[config.mk]
export PLATFORM = sky130hd
export DESIGN_NAME = led_pwm_driver
export DESIGN_NICKNAME = d
export VERILOG_FILES = /design/src/rtl/led_pwm_pkg.sv /design/src/rtl/pwm_prescaler.sv /design/src/rtl/led_pwm_driver.sv
export SDC_FILE = /design/constraint.sdc
export NUM_CORES = 1
export LEC_CHECK = 0
export ABC_AREA = 1
export CELL_PAD_IN_SITES_DETAIL_PLACEMENT = 1
export CELL_PAD_IN_SITES_GLOBAL_PLACEMENT = 1
export CORE_MARGIN = 3
export CORE_UTILIZATION = 27
export CTS_BUF_LIST = sky130_fd_sc_hd__clkbuf_4
export DETAILED_ROUTE_END_ITERATION = 8
export GPL_ROUTABILITY_DRIVEN = 0
export GPL_TIMING_DRIVEN = 0
export PLACE_DENSITY_LB_ADDON = 0.2
export SYNTH_ARGS = -nofsm -noshare
export SYNTH_HDL_FRONTEND = slang
export SYNTH_HIERARCHICAL = 1
export SYNTH_SLANG_ARGS = --single-unit
[constraint.sdc]
create_clock -name clk50 -period 4.2 [get_ports clk50]
set_input_delay 1.05 -clock clk50 [delete_from_list [all_inputs] [get_ports clk50]]
set_output_delay 1.05 -clock clk50 [all_outputs]
set_load 0.1 [all_outputs]
[src/rtl/led_pwm_pkg.sv]
// rtl/led_pwm_pkg.sv - shared types and sizing helpers for the LED PWM driver
package led_pwm_pkg;

    typedef enum logic [1:0] {
        ST_STOP,
        ST_RUN,
        ST_COMMIT
    } pwm_state_e;

    function automatic int maxd_of(input int duty_w);
        return (1 << duty_w) - 1;
    endfunction

    function automatic int chan_w(input int num_leds);
        return (num_leds > 2) ? $clog2(num_leds) : 1;
    endfunction

    function automatic int sat_duty(input int duty, input int maxd);
        return (duty > maxd) ? maxd : duty;
    endfunction

endpackage

[src/rtl/pwm_prescaler.sv]
// rtl/pwm_prescaler.sv - free-running divider producing a one-cycle tick every PRESCALE clocks
module pwm_prescaler #(
    parameter int PRESCALE = 781
) (
    input  logic clk50,
    input  logic rst_n,
    input  logic clear,
    output logic tick
);

    localparam int PW = (PRESCALE > 1) ? $clog2(PRESCALE) : 1;
    localparam logic [PW-1:0] LAST = PW'(PRESCALE - 1);

    logic [PW-1:0] cnt_q, cnt_d;
    logic          wrap;

    assign wrap = (cnt_q == LAST);
    // A held (cleared) divider never ticks, so downstream sees no stray frame event.
    assign tick = wrap && !clear;

    always_comb begin
        cnt_d = cnt_q + PW'(1);
        if (clear || wrap) begin
            cnt_d = '0;
        end
    end

    always_ff @(posedge clk50 or negedge rst_n) begin
        if (!rst_n) begin
            cnt_q <= '0;
        end else begin
            cnt_q <= cnt_d;
        end
    end

endmodule

[src/rtl/led_pwm_driver.sv]
// rtl/led_pwm_driver.sv - per-channel PWM LED driver with frame-aligned double-buffered duties
module led_pwm_driver
    import led_pwm_pkg::*;
#(
    parameter  int NUM_LEDS = 6,
    parameter  int DUTY_W   = 6,
    parameter  int PRESCALE = 781,
    localparam int CW       = chan_w(NUM_LEDS)
) (
    input  logic                clk50,
    input  logic                rst_n,
    input  logic                in_valid,
    output logic                in_ready,
    input  logic [CW-1:0]       in_chan,
    input  logic [DUTY_W-1:0]   in_duty,
    input  logic                enable,
    output logic [NUM_LEDS-1:0] leds,
    output logic                frame_tick,
    output logic                chan_err
);

    localparam int MAXD = maxd_of(DUTY_W);
    localparam logic [DUTY_W-1:0] LAST_PHASE = DUTY_W'(MAXD - 1);

    pwm_state_e          state;
    logic                tick;
    logic                wr_fire;
    logic                chan_ok;
    logic [DUTY_W-1:0]   wr_duty;

    logic [DUTY_W-1:0]   phase_q, phase_d;
    logic [DUTY_W-1:0]   shadow_q [NUM_LEDS];
    logic [DUTY_W-1:0]   shadow_d [NUM_LEDS];
    logic [DUTY_W-1:0]   act_q    [NUM_LEDS];
    logic [DUTY_W-1:0]   act_d    [NUM_LEDS];
    logic [NUM_LEDS-1:0] leds_q, leds_d;
    logic                frame_tick_q, frame_tick_d;
    logic                chan_err_q, chan_err_d;

    pwm_prescaler #(
        .PRESCALE(PRESCALE)
    ) u_prescaler (
        .clk50(clk50),
        .rst_n(rst_n),
        .clear(!enable),
        .tick (tick)
    );

    always_comb begin
        state = ST_RUN;
        if (!enable) begin
            state = ST_STOP;
        end else if (tick && (phase_q == LAST_PHASE)) begin
            state = ST_COMMIT;
        end
    end

    // Writes are refused only in the commit cycle so they never race the shadow->active copy.
    assign in_ready = (state != ST_COMMIT);
    assign wr_fire  = in_valid && in_ready;
    assign chan_ok  = (32'(in_chan) < NUM_LEDS);
    assign wr_duty  = DUTY_W'(sat_duty(int'(in_duty), MAXD));

    always_comb begin
        phase_d      = phase_q;
        act_d        = act_q;
        shadow_d     = shadow_q;
        frame_tick_d = 1'b0;
        chan_err_d   = wr_fire && !chan_ok;
        leds_d       = '0;

        unique case (state)
            ST_STOP: begin
                phase_d = '0;
                act_d   = shadow_q;
            end
            ST_COMMIT: begin
                phase_d      = '0;
                act_d        = shadow_q;
                frame_tick_d = 1'b1;
            end
            default: begin
                if (tick) begin
                    phase_d = phase_q + DUTY_W'(1);
                end
            end
        endcase

        for (int i = 0; i < NUM_LEDS; i++) begin
            leds_d[i] = enable && (phase_q < act_q[i]);
            if (wr_fire && chan_ok && (in_chan == CW'(i))) begin
                shadow_d[i] = wr_duty;
            end
        end
    end

    always_ff @(posedge clk50 or negedge rst_n) begin
        if (!rst_n) begin
            phase_q      <= '0;
            leds_q       <= '0;
            frame_tick_q <= 1'b0;
            chan_err_q   <= 1'b0;
            for (int i = 0; i < NUM_LEDS; i++) begin
                shadow_q[i] <= '0;
                act_q[i]    <= '0;
            end
        end else begin
            phase_q      <= phase_d;
            leds_q       <= leds_d;
            frame_tick_q <= frame_tick_d;
            chan_err_q   <= chan_err_d;
            shadow_q     <= shadow_d;
            act_q        <= act_d;
        end
    end

    assign leds       = leds_q;
    assign frame_tick = frame_tick_q;
    assign chan_err   = chan_err_q;

endmodule

# Word level (Yosys, flattened, before mapping)
# Index checks and enable logic that the tools add are counted.
# word_totals
reg_bits,96
input_bits,13
output_inout_bits,9
word_cells,65
# op_classes
n_addsub,2
order_cmp,7
eq_ne,9
muxes,6
n_reduce_logical,24
# ops
operator,n
$lt A6 B6 Y1,6
$logic_and A1 B1 Y1,17
$mux W6,2
$add A10 B1 Y10 const B,1
$eq A10 B10 Y1 const B,1
$mux W10,1
$add A6 B1 Y6 const B,1
$eq A3 B2 Y1 const B,2
$eq A3 B3 Y1 const B,2
$eq A6 B6 Y1 const B,1
$mux W2,2
$eq A3 B1 Y1 const B,1
$logic_not A3 Y1,1
$lt A3 B3 Y1 const B,1
$eq A2 B2 Y1 const B,1
$logic_not A1 Y1,2
$logic_not A2 Y1,1
$ne A2 B2 Y1 const B,1
$reduce_bool A2 Y1,1
$reduce_or A2 Y1,1
$logic_or A1 B1 Y1,1
$mux W1,1

# Logic depth before layout (Yosys ltp)
# logic_depth
ltp_word,9
ltp_mapped,14
ltp_nobuf,12

# By module
# The synthesis kept the hierarchy.
# modules_own_cells
module,instances,cells_per_inst,area_each_um2,seq_area_each_um2
led_pwm_driver,1,478,4286.6,2152.1
pwm_prescaler,1,75,565.5,250.2

# Least setup slack after synthesis
# OpenSTA, ideal clock, no wires.
# synth_path
kind,input to output
startpoint,in enable
endpoint,out in_ready
arrival_ns,2.609
required_time_ns,3.150
path_slack_ns,0.541
stages,6
n_path_buf,1
cell_sequence,inv_1 nor2_1 nand2_1 nor2_2 nand3_4 buf_1
# synth_between
elab_chain_len,5
# synth_lines
item,line,source
"start, declared",led_pwm_driver.sv:16,"input logic enable,"
$logic_and A1 B1 Y1,pwm_prescaler.sv:19,assign tick = wrap && !clear;
named net tick,led_pwm_driver.sv:26,logic tick;
$logic_and A1 B1 Y1,led_pwm_driver.sv:53,end else if (tick && (phase_q == LAST_PHASE)) begin
$mux W2,led_pwm_driver.sv:53,
$mux W2,led_pwm_driver.sv:51,if (!enable) begin
$ne A2 B2 Y1,led_pwm_driver.sv:59,assign in_ready = (state != ST_COMMIT);
"end, declared",led_pwm_driver.sv:13,"output logic in_ready,"
# The timed path passes the listed nets, and every way through them passes these cells.

# Worst setup path in the final report
# Ends and elaborated chain as after synthesis.

==> impl_summary.log <==
INFO  metric syn2layout_area_growth = 13.0%
INFO  metric finalHoldWorstSlack = 0.488 ns
INFO  metric post_synth_num_cell_types = 31
INFO  metric power.ir.vdd_worst = 0.125 mV
INFO  metric die_height = 140 µm
INFO  metric synth.top_cells.by_count = nand2_1, dfrtp_1, inv_1, nand4_1
INFO  metric synth_edf_count = 0
INFO  metric setup.worst_path.end_class = output pin
INFO  metric power_density = 368 nW/µm²
INFO  metric port-buffer-count = 20
INFO  metric clock_root_buffer_master = clkbuf_4
INFO  metric drc = 0
INFO  metric criticalPathCategory = in -> out
INFO  metric placement_rows = 48
INFO  metric drt_iter0_markers = 160
INFO  metric grt.met2_usage = 21.7%
INFO  metric timing.clock.skew = 0.0227 ns
INFO  metric antenna_found_initial = 1
INFO  metric total_power = about 2.0 mW
INFO  metric dpl.hpwl = 9.07 mm
INFO  metric die_width = 140 µm
INFO  metric router_iterations_before_antenna_repair = 4
INFO  metric synth_largest_type_area_fraction = 49.5%
INFO  metric grt_met3_use = approximately 2.1%
INFO  metric cts_max_level = 3
INFO  metric cts_hold_buf = 0
INFO  metric number_of_global_route_vias_before_repair = 4071
INFO  metric clock_insertion_delay_worst_skew = 0.47 ns
INFO  metric drv_cap = 0
INFO  metric worstReg2RegStart = u_prescaler/cnt_q[0]$_DFF_PN0_
INFO  metric postSynthNetCount = 600
INFO  metric detailed_place.area = 5360 µm²
INFO  metric final_core_util = 31.5%
INFO  metric avgSynthCellArea = 8.77 µm²
INFO  metric synth.largest_area_cell = dfrtp_1
INFO  metric numCtsBuffers = 9
INFO  metric netlist_instances = roughly 550
INFO  metric period_minus_slack = 4.04 ns
INFO  metric cp.required = 3.15 ns
INFO  metric share_of_final_layout_standard_cells_stronger_than_drive_strength_1 = under 10%
INFO  metric clock_sinks = 96
INFO  metric p_leak = 2.58 nW
INFO  metric floorplan.die_area = 19600 µm²
INFO  metric top_level_ports = 22
INFO  metric report.final.hold_viol_count = 0
INFO  metric vias_per_cell = 4.68
INFO  metric grt_start_max_net_pins = between 60 and 70
INFO  metric grt_setup_unrepaired = no
INFO  metric global_route.usage.total = 13.9%
INFO  metric yosysWarningCount = 6
INFO  metric worst_pin_slew = 0.982 ns
INFO  metric met1_usage = around a fifth
INFO  metric report.final.slew_viol_count = 0
INFO  metric fin_nets = 632
INFO  metric routedWlPerCell = roughly 16 µm
INFO  metric netlist_top_cells_area = dfrtp_1, nand2_1, ha_1
INFO  metric crit_path_start = enable
INFO  metric maximum_fanout_encountered_on_the_critical_timing_path = 18
INFO  metric global_route_wire_length_before_repair = 21.4 mm
INFO  metric ys_dominant_reg_cell = dfrtp_1
INFO  metric timing.hold.worst.class = reg -> reg
INFO  metric cts_tree = built
INFO  metric slew_headroom = 34.3%
INFO  metric timing.critical_path.from_type = input pin
INFO  metric clock.fmax = 0.247 GHz
INFO  metric syn-cell-area = around 4900 µm²
INFO  metric portion_of_the_post_synthesis_area_used_by_sequential_elements = 49.5%
INFO  metric report.final.setup_viol = 0
INFO  metric initial_standard_cell_utilization_of_the_core = 27.9%
INFO  metric globalRoute.busiestLayer = met2
INFO  metric yosys.cell_count.top_type = nand2_1
INFO  metric yosys_register_bits = 96
INFO  metric core_area = 17400 µm²
INFO  metric via_count = 3826
INFO  metric worst_ep_arrival_time = 2.99 ns
INFO  metric worst_setup_hold_path_clk_slew = roughly 0.15 ns
INFO  metric post-route-cell-area = 5490 µm²
INFO  metric async_reset_ff_share = 100%
INFO  metric post_route_ant_nets = 0
INFO  metric holdCritStartpoint = shadow_q[5]$_DFFE_PN0P_
INFO  metric drt-total-wl = approximately 13 mm
INFO  metric run_status = completed
INFO  metric overflow = 0
INFO  metric clockBufferDepth = 2
INFO  metric post-route-period-util = 96.3%
## per-layer routing
layer / up-vias / wire [µm]
met5: - / 0
li1: 1864 / -
met1: 1916 / 6770
met2: 34 / 5820
met3: 12 / 228
met4: 0 / 170
## worst max-delay path: stages
cell and delay [ns]:
clkdlybuf4s50_1 0.64, clkinvlp_4 0.21, nor2_4 0.21, nand2_1 0.10, nor2_2 0.16, nand3_4 0.26
buf_4 0.34
## power breakdown
part           switching [mW]  total [mW]  internal, mW
combinational           0.297       0.438         0.141
clock                   0.336       0.461         0.125
sequential             0.0572        1.12          1.06
## sequential cells by signal (all words and copies together) (netlist names)
register	cells
act_q	36
shadow_q	36
u_prescaler/cnt_q	10
leds	6
phase_q	6
chan_err	1
frame_tick	1
## repair_timing
item,in CTS,in global routing
buffers inserted,1,0
setup endpoints to repair,1,0
gates resized for setup,9,0
endpoints found under the hold margin,0,0
## placed cells by master, fill, tap and decap left out
master / n
nand2_1: 157
dfrtp_1: 96
inv_1: 64
nand4_1: 43
ha_1: 34
nor2_1: 33
o21ai_1: 32
nand3_1: 19
clkdlybuf4s50_1: 18
o21ai_0: 10
clkbuf_4: 10
a21oi_1: 8
clkbuf_1: 6
buf_2: 6
nor3_4: 5
nand3_2: 4
buf_4: 4
xnor2_1: 4
inv_2: 3
nand3_4: 3
nor3_1: 3
buf_6: 3
diode_2: 2
nor2_2: 2
clkinvlp_4: 2
inv_4: 2
nand2_2: 2
nor3b_1: 2
xor2_1: 2
clkinv_1: 2
clkinv_2: 2
nor2_4: 2
buf_1: 1
or2_2: 1
nor3_2: 1
inv_6: 1
buf_16: 1
nand3b_1: 1
o21bai_1: 1
## kinds of logic after synthesis
family	synth area share [%]
flops	49.5
compound gates	5.31
buf+inv	7.61
simple gates	27.7
xor+xnor	1.08
fa+ha+maj	8.77
## area by class of cell
cell class	count	area (µm²)
fill	2103	11900
sequential	96	2400
multi-input combinational	369	2090
tap	225	282
inverter	70	272
timing repair buffer	22	230
buffer	17	97.6
clock buffer	10	75.1
clock inverter	6	33.8
antenna	2	5.00
## per-stage QoR
| stage | worst slack, ns | TNS, ns | std cells |
|---|---|---|---|
| global route | 0.0334 | 0 | 817 |
| floorplan | 0.541 | 0 | 553 |
| detailed placement | -1.10 | -1.10 | 799 |
| finish | 0.157 | 0 | 817 |
| global placement | -1.91 | -184.17 | 798 |
| CTS | 0.159 | 0 | 815 |
## path summary, 6_finish.rpt
kind	to	slack, ns	cells past startpoint
worst max-delay path	in_ready	0.16	7
worst min-delay path	shadow_q[5]$_DFFE_PN0P_	0.49	2
worst max register to register	shadow_q[3]$_DFFE_PN0P_	1.78	12
worst min register to register	shadow_q[5]$_DFFE_PN0P_	0.49	2
max in group asynchronous	act_q[21]$_DFFE_PN0N_	2.97	2
min in group asynchronous	leds[4]$_DFF_PN0_	0.52	1
Power figures use the tool's default switching activity.
